--- config.mk ---
export PLATFORM = sky130hd
export DESIGN_NAME = stopwatch_bcd_counter_flat
export DESIGN_NICKNAME = d
export VERILOG_FILES = /design/src/rtl/stopwatch_bcd_counter_if.sv /design/src/rtl/stopwatch_bcd_counter.sv /design/src/flat_wrapper.sv
export SDC_FILE = /design/constraint.sdc
export NUM_CORES = 1
export LEC_CHECK = 0
export ABC_AREA = 1
export BUFFER_PORTS_ARGS = -buffer_cell sky130_fd_sc_hd__buf_2
export CORE_ASPECT_RATIO = 0.75
export CORE_UTILIZATION = 54
export CTS_BUF_LIST = sky130_fd_sc_hd__clkbuf_4
export CTS_CLUSTER_SIZE = 25
export DETAILED_ROUTE_END_ITERATION = 10
export GPL_TIMING_DRIVEN = 0
export HOLD_SLACK_MARGIN = 0.12
export PLACE_DENSITY = 0.91
export SLEW_MARGIN = 10
export SYNTH_ARGS = -nofsm -noshare
export SYNTH_HDL_FRONTEND = slang
export SYNTH_SLANG_ARGS = --single-unit
--- constraint.sdc ---
create_clock -name clk -period 1.7 [get_ports clk]
set_clock_uncertainty 0.2 [all_clocks]
set_input_delay 0.17 -clock clk [delete_from_list [all_inputs] [get_ports clk]]
set_output_delay 0.17 -clock clk [all_outputs]
set_load 0.05 [all_outputs]
--- src/rtl/stopwatch_bcd_counter_if.sv ---
// Control inputs and BCD time outputs of the stopwatch counter stage.
// The slave side is the counter itself; the master side drives ticks and controls.
`timescale 1ns/1ps
interface stopwatch_bcd_counter_if;
   logic       tick_1hz;
   logic       tick_2hz;
   logic       pause_btn;
   logic       adjust;
   logic       sel;
   logic [3:0] seconds;
   logic [3:0] deca_seconds;
   logic [3:0] minutes;
   logic [3:0] deca_minutes;
   logic       paused;
   logic       rollover;

   modport slave (
      input  tick_1hz, tick_2hz, pause_btn, adjust, sel,
      output seconds, deca_seconds, minutes, deca_minutes, paused, rollover
   );

   modport master (
      output tick_1hz, tick_2hz, pause_btn, adjust, sel,
      input  seconds, deca_seconds, minutes, deca_minutes, paused, rollover
   );
endinterface

--- src/rtl/stopwatch_bcd_counter.sv ---
// MM:SS BCD time-keeping stage: counts on the 1 Hz tick, adjusts a field on the
// 2 Hz tick, and toggles run/pause on each rising edge of the debounced button.
`timescale 1ns/1ps
module stopwatch_bcd_counter #(
   parameter int MIN_TENS_MAX   = 5,
   parameter bit PAUSE_AT_RESET = 1'b0
) (
   input  logic                     clk,
   input  logic                     rst,
   stopwatch_bcd_counter_if.slave   bus
);
   localparam logic [3:0] MIN_TENS = 4'(MIN_TENS_MAX);

   logic [3:0] sec_q, dsec_q, min_q, dmin_q;
   logic       paused_q, rollover_q, pause_btn_q;

   logic pause_rise;
   logic sec_wrap, dsec_wrap, min_wrap, dmin_wrap;
   logic count_en, adj_sec, adj_min, min_step;

   // Wrap tests use >= so a digit can never walk past its legal BCD range.
   assign sec_wrap   = (sec_q  >= 4'd9);
   assign dsec_wrap  = (dsec_q >= 4'd5);
   assign min_wrap   = (min_q  >= 4'd9);
   assign dmin_wrap  = (dmin_q >= MIN_TENS);

   assign pause_rise = bus.pause_btn & ~pause_btn_q;
   // The tick sees paused as it was before any toggle landing on the same edge.
   assign count_en   = ~bus.adjust & bus.tick_1hz & ~paused_q;
   assign adj_sec    =  bus.adjust & bus.tick_2hz &  bus.sel;
   assign adj_min    =  bus.adjust & bus.tick_2hz & ~bus.sel;
   assign min_step   = (count_en & sec_wrap & dsec_wrap) | adj_min;

   always_ff @(posedge clk) begin
      if (rst) begin
         // NOTE: sequential state uses non-blocking (<=) so every register samples pre-edge values.
         sec_q       <= 4'd0;
         dsec_q      <= 4'd0;
         min_q       <= 4'd0;
         dmin_q      <= 4'd0;
         paused_q    <= PAUSE_AT_RESET;
         rollover_q  <= 1'b0;
         pause_btn_q <= bus.pause_btn;
      end else begin
         pause_btn_q <= bus.pause_btn;
         paused_q    <= paused_q ^ pause_rise;
         rollover_q  <= count_en & sec_wrap & dsec_wrap & min_wrap & dmin_wrap;

         if (count_en || adj_sec) begin
            sec_q <= sec_wrap ? 4'd0 : sec_q + 4'd1;
            if (sec_wrap)
               dsec_q <= dsec_wrap ? 4'd0 : dsec_q + 4'd1;
         end

         if (min_step) begin
            min_q <= min_wrap ? 4'd0 : min_q + 4'd1;
            if (min_wrap)
               dmin_q <= dmin_wrap ? 4'd0 : dmin_q + 4'd1;
         end
      end
   end

   assign bus.seconds      = sec_q;
   assign bus.deca_seconds = dsec_q;
   assign bus.minutes      = min_q;
   assign bus.deca_minutes = dmin_q;
   assign bus.paused       = paused_q;
   assign bus.rollover     = rollover_q;
endmodule

--- src/flat_wrapper.sv ---
// flat-port wrapper written by rule: the top's interface ports become plain ports
module stopwatch_bcd_counter_flat 
#(
   parameter int MIN_TENS_MAX   = 5,
   parameter bit PAUSE_AT_RESET = 1'b0
)
  (clk, rst, bus_tick_1hz, bus_tick_2hz, bus_pause_btn, bus_adjust, bus_sel, bus_seconds, bus_deca_seconds, bus_minutes, bus_deca_minutes, bus_paused, bus_rollover);
  stopwatch_bcd_counter_if bus_i ();
  input  logic clk;
  input  logic rst;
  input wire logic [$bits(bus_i.tick_1hz)-1:0] bus_tick_1hz;
  input wire logic [$bits(bus_i.tick_2hz)-1:0] bus_tick_2hz;
  input wire logic [$bits(bus_i.pause_btn)-1:0] bus_pause_btn;
  input wire logic [$bits(bus_i.adjust)-1:0] bus_adjust;
  input wire logic [$bits(bus_i.sel)-1:0] bus_sel;
  output wire logic [$bits(bus_i.seconds)-1:0] bus_seconds;
  output wire logic [$bits(bus_i.deca_seconds)-1:0] bus_deca_seconds;
  output wire logic [$bits(bus_i.minutes)-1:0] bus_minutes;
  output wire logic [$bits(bus_i.deca_minutes)-1:0] bus_deca_minutes;
  output wire logic [$bits(bus_i.paused)-1:0] bus_paused;
  output wire logic [$bits(bus_i.rollover)-1:0] bus_rollover;
  assign bus_i.tick_1hz = bus_tick_1hz;
  assign bus_i.tick_2hz = bus_tick_2hz;
  assign bus_i.pause_btn = bus_pause_btn;
  assign bus_i.adjust = bus_adjust;
  assign bus_i.sel = bus_sel;
  assign bus_seconds = bus_i.seconds;
  assign bus_deca_seconds = bus_i.deca_seconds;
  assign bus_minutes = bus_i.minutes;
  assign bus_deca_minutes = bus_i.deca_minutes;
  assign bus_paused = bus_i.paused;
  assign bus_rollover = bus_i.rollover;
  stopwatch_bcd_counter #(.MIN_TENS_MAX(MIN_TENS_MAX), .PAUSE_AT_RESET(PAUSE_AT_RESET)) u_core (.clk(clk), .rst(rst), .bus(bus_i));
endmodule
==> qor.csv <==
metric,value,unit
CP max stage delay,380,ps
vias in the first global route,824,
Power Internal,608,uW
Switching Power,234,uW
Die X,52.6,um
clock buffer depth,2,
Met2 Routed Length,1.55,mm
CP required,1740,ps
largest family of logic cells by synthesized area,simple AND/OR/NAND/NOR gates,
setup violators final,1,
hpwl dp,1.61,mm
Critical Path AT,1760,ps
Synth Area in Simple Gates,25.7,%
PortBufs,23,
"most common cell after layout, fill and taps aside",buf_2,
CTS tree,done,
global placement routability congestion,0.767,
HP Class,in2reg,
f_max,582,MHz
critical path class,reg2reg,
WL/cell,14.6,um
final wirelength,2.96,mm
Mapped Nets,159,
initial core utilization,58.4,%
Area growth syn-to-layout,43.1,%
sequential share of power,54.9,%
"top cells by area, synth","dfxtp_1 37%, ha_1 14%, nand2_1 8.7%, inv_1 8.3%, a21oi_1 6.3%",
Via Count,1128,
Slew headroom,82.3,%
post-route ant nets,0,
Final Hold Viols,0,
global-route wire length before repair,3.37,mm
total power,842,uW
routed length on met3,185,um
Post-DP Area,1200,um^2
failing checks,setup timing,
area of the mapped netlist,1040,um^2
initial drt markers,46,
final setup margin,-18.7,ps
Post-Syn Area per Cell,7.40,um^2
aggregate global-route resource usage,22.7,%
final critical-path required period,1720,ps
initial antenna violation count,0,
# IOs,25,
Core ar.,1770,um^2
RSZ-0062 raised after global routing,true,
largest net degree at the start of global routing,11,
Yosys top cell by area,dfxtp_1,
maxcap violations,0,
most frequent CP cell,inv_1,
Power Dens Cells,568,nW/um^2
number of diodes,0,
power share of the clock group,29.0,%
Combinational Power Share,16.1,%
mux share of post-synthesis cell area,0,%
Clock Pin Slew Worst Setup and Hold Paths,100,ps
synthesized instance count,140,
DRT Pass-1 Iters,4,
Critical Path Source Type,register,
htree depth,1,
Pleak,0.000713,uW
status,"complete, but fails checks",
sw frac,27.8,%
Die Height,39.9,um
share of the synthesized area in the top cell type,36.7,%
"commonest non-fill, non-tap cells in the layout","23 x buf_2, 18 x nand2_1, 17 x inv_1, 14 x nor2_1",
Peak VDD IR,0.000515,V
critical-path cell with the highest stage delay,dfxtp_2,
"Slew Viols, Final",0,
final instance area,1480,um^2
vias per inst,5.56,
Synth Area in Compound Gates,10.7,%
Overflow after GRT,0,
Post-Synth Adder-Cell Area,14.5,%
total CTS buffers,3,
worst path cell trace,inv_1 > ha_1 > inv_1 > nand2_1 > a21oi_2 > inv_1 > nor2_1 > nand3_2 > a21oi_1,
Final #Nets,201,
worst-margin pin slew,263,ps
fraction of layout cells with a size suffix above 1,43.6,%
Residual DRC,0,
synthesized flop and latch total,19,
Final period util,101,%
row cnt,13,
Ys Warns,0,
fraction of the yosys area taken by sequential cells,36.7,%
die area,2100,um^2
XOR/XNOR Fraction of Synth Area,2.54,%
clock root buffer,clkbuf_4,
worst skew pair latency,300,ps
Synth cell types,21,
Crit. End Element,register,
highest metal layer with signal wires,met4,
met1 wire length,1.17,mm
Clock Sinks,19,
CP max FO,5,
==> critical path: cells and delay by family (launching register included) <==
family	cells	cell delay, ps
flops	1	380
simple gates	3	330
compound gates	2	320
buf+inv	3	220
fa+ha+maj	1	190
==> through the flow <==
stage          setup TNS (ps)  util (%)  worst slack [ps]  std cells  hold slack (ps)
6_report                -18.7      83.6             -18.7        203              169
5_1_grt                  -489      83.6              -171        203              215
4_1_cts                 -51.3      71.2             -14.9        192              140
3_5_place_dp                0      67.8              8.80        185             96.2
3_3_place_gp                0      67.8              31.2        185             88.0
2_1_floorplan               0         -              1.37        140            -2.28
==> kinds of logic (layout without fill, tap and decap cells) <==
group / after synthesis / in the layout
AO/OA/AOI/OAI: 21 / 21
XOR/XNOR: 3 / 3
adder cells (fa/ha/maj): 12 / 12
buffers and inverters: 25 / 66
flip-flops: 19 / 19
AND/OR/NAND/NOR: 60 / 60
==> metal layers <==
layer / vias to the layer above / track usage [%]
li1: 532 / -
met1: 529 / 25.6
met2: 59 / 41.8
met3: 8 / 6.82
met4: 0 / 7.89
met5: - / 0
==> power by group through the flow <==
stage / Clock, uW / Combinational (uW) / Sequential (uW)
CTS: 256 / 105 / 461
detailed placement: 0 / 98.9 / 471
global route: 269 / 146 / 463
global placement: 0 / 95.4 / 470
floorplan: 0 / 45.9 / 497
finish: 244 / 135 / 462
==> state kept, by name, indices dropped and copies added (netlist names) <==
register                 count
u_core.bus.seconds           4
u_core.bus.rollover          1
u_core.pause_btn_q           1
u_core.bus.paused            1
u_core.bus.deca_seconds      4
u_core.bus.minutes           4
u_core.bus.deca_minutes      4
==> layout make-up <==
cell class                      count  area, um^2
Fill cell                          96         290
Multi-Input combinational cell     96         681
Inverter                           23        93.8
Timing Repair Buffer               37         234
Clock buffer                        4        30.0
Buffer                              2        15.0
Sequential cell                    19         402
Tap cell                           22        27.5
==> repair_timing <==
item | 4_1_cts | 5_1_grt
gates resized for setup | 0 | 39
buffers inserted | 0 | 10
endpoints found under the hold margin | 7 | 0
hold buffers | 3 | 0
setup endpoints to repair | 6 | 11
pin swaps | 0 | 11
cloned | 0 | 1
==> path summary, 6_finish.rpt <==
| path | startpoint | endpoint | slack (ps) | cells after the start |
|---|---|---|---|---|
| worst max register to register | u_core.bus.deca_minutes[1]$_SDFFE_PP0P_ | u_core.bus.deca_minutes[2]$_SDFFE_PP0P_ | -20 | 9 |
| worst min register to register | u_core.bus.paused$_SDFF_PP0_ | u_core.bus.paused$_SDFF_PP0_ | 300 | 2 |
| worst max-delay path | u_core.bus.deca_minutes[1]$_SDFFE_PP0P_ | u_core.bus.deca_minutes[2]$_SDFFE_PP0P_ | -20 | 9 |
| worst min-delay path | bus_sel | u_core.bus.seconds[0]$_SDFFE_PP0N_ | 170 | 5 |
==> synth_stat cells (all sizes together) <==
cell type	instances
nand3b	1
o21ai	6
nand2	25
inv	23
nor3	1
dfxtp	19
ha	12
nand4	2
and3	1
buf	1
clkbuf	1
nand3	14
xor2	2
nor4	1
nor2	15
a211oi	1
xnor2	1
a21oi	14
(Power assumes the default switching activity.)
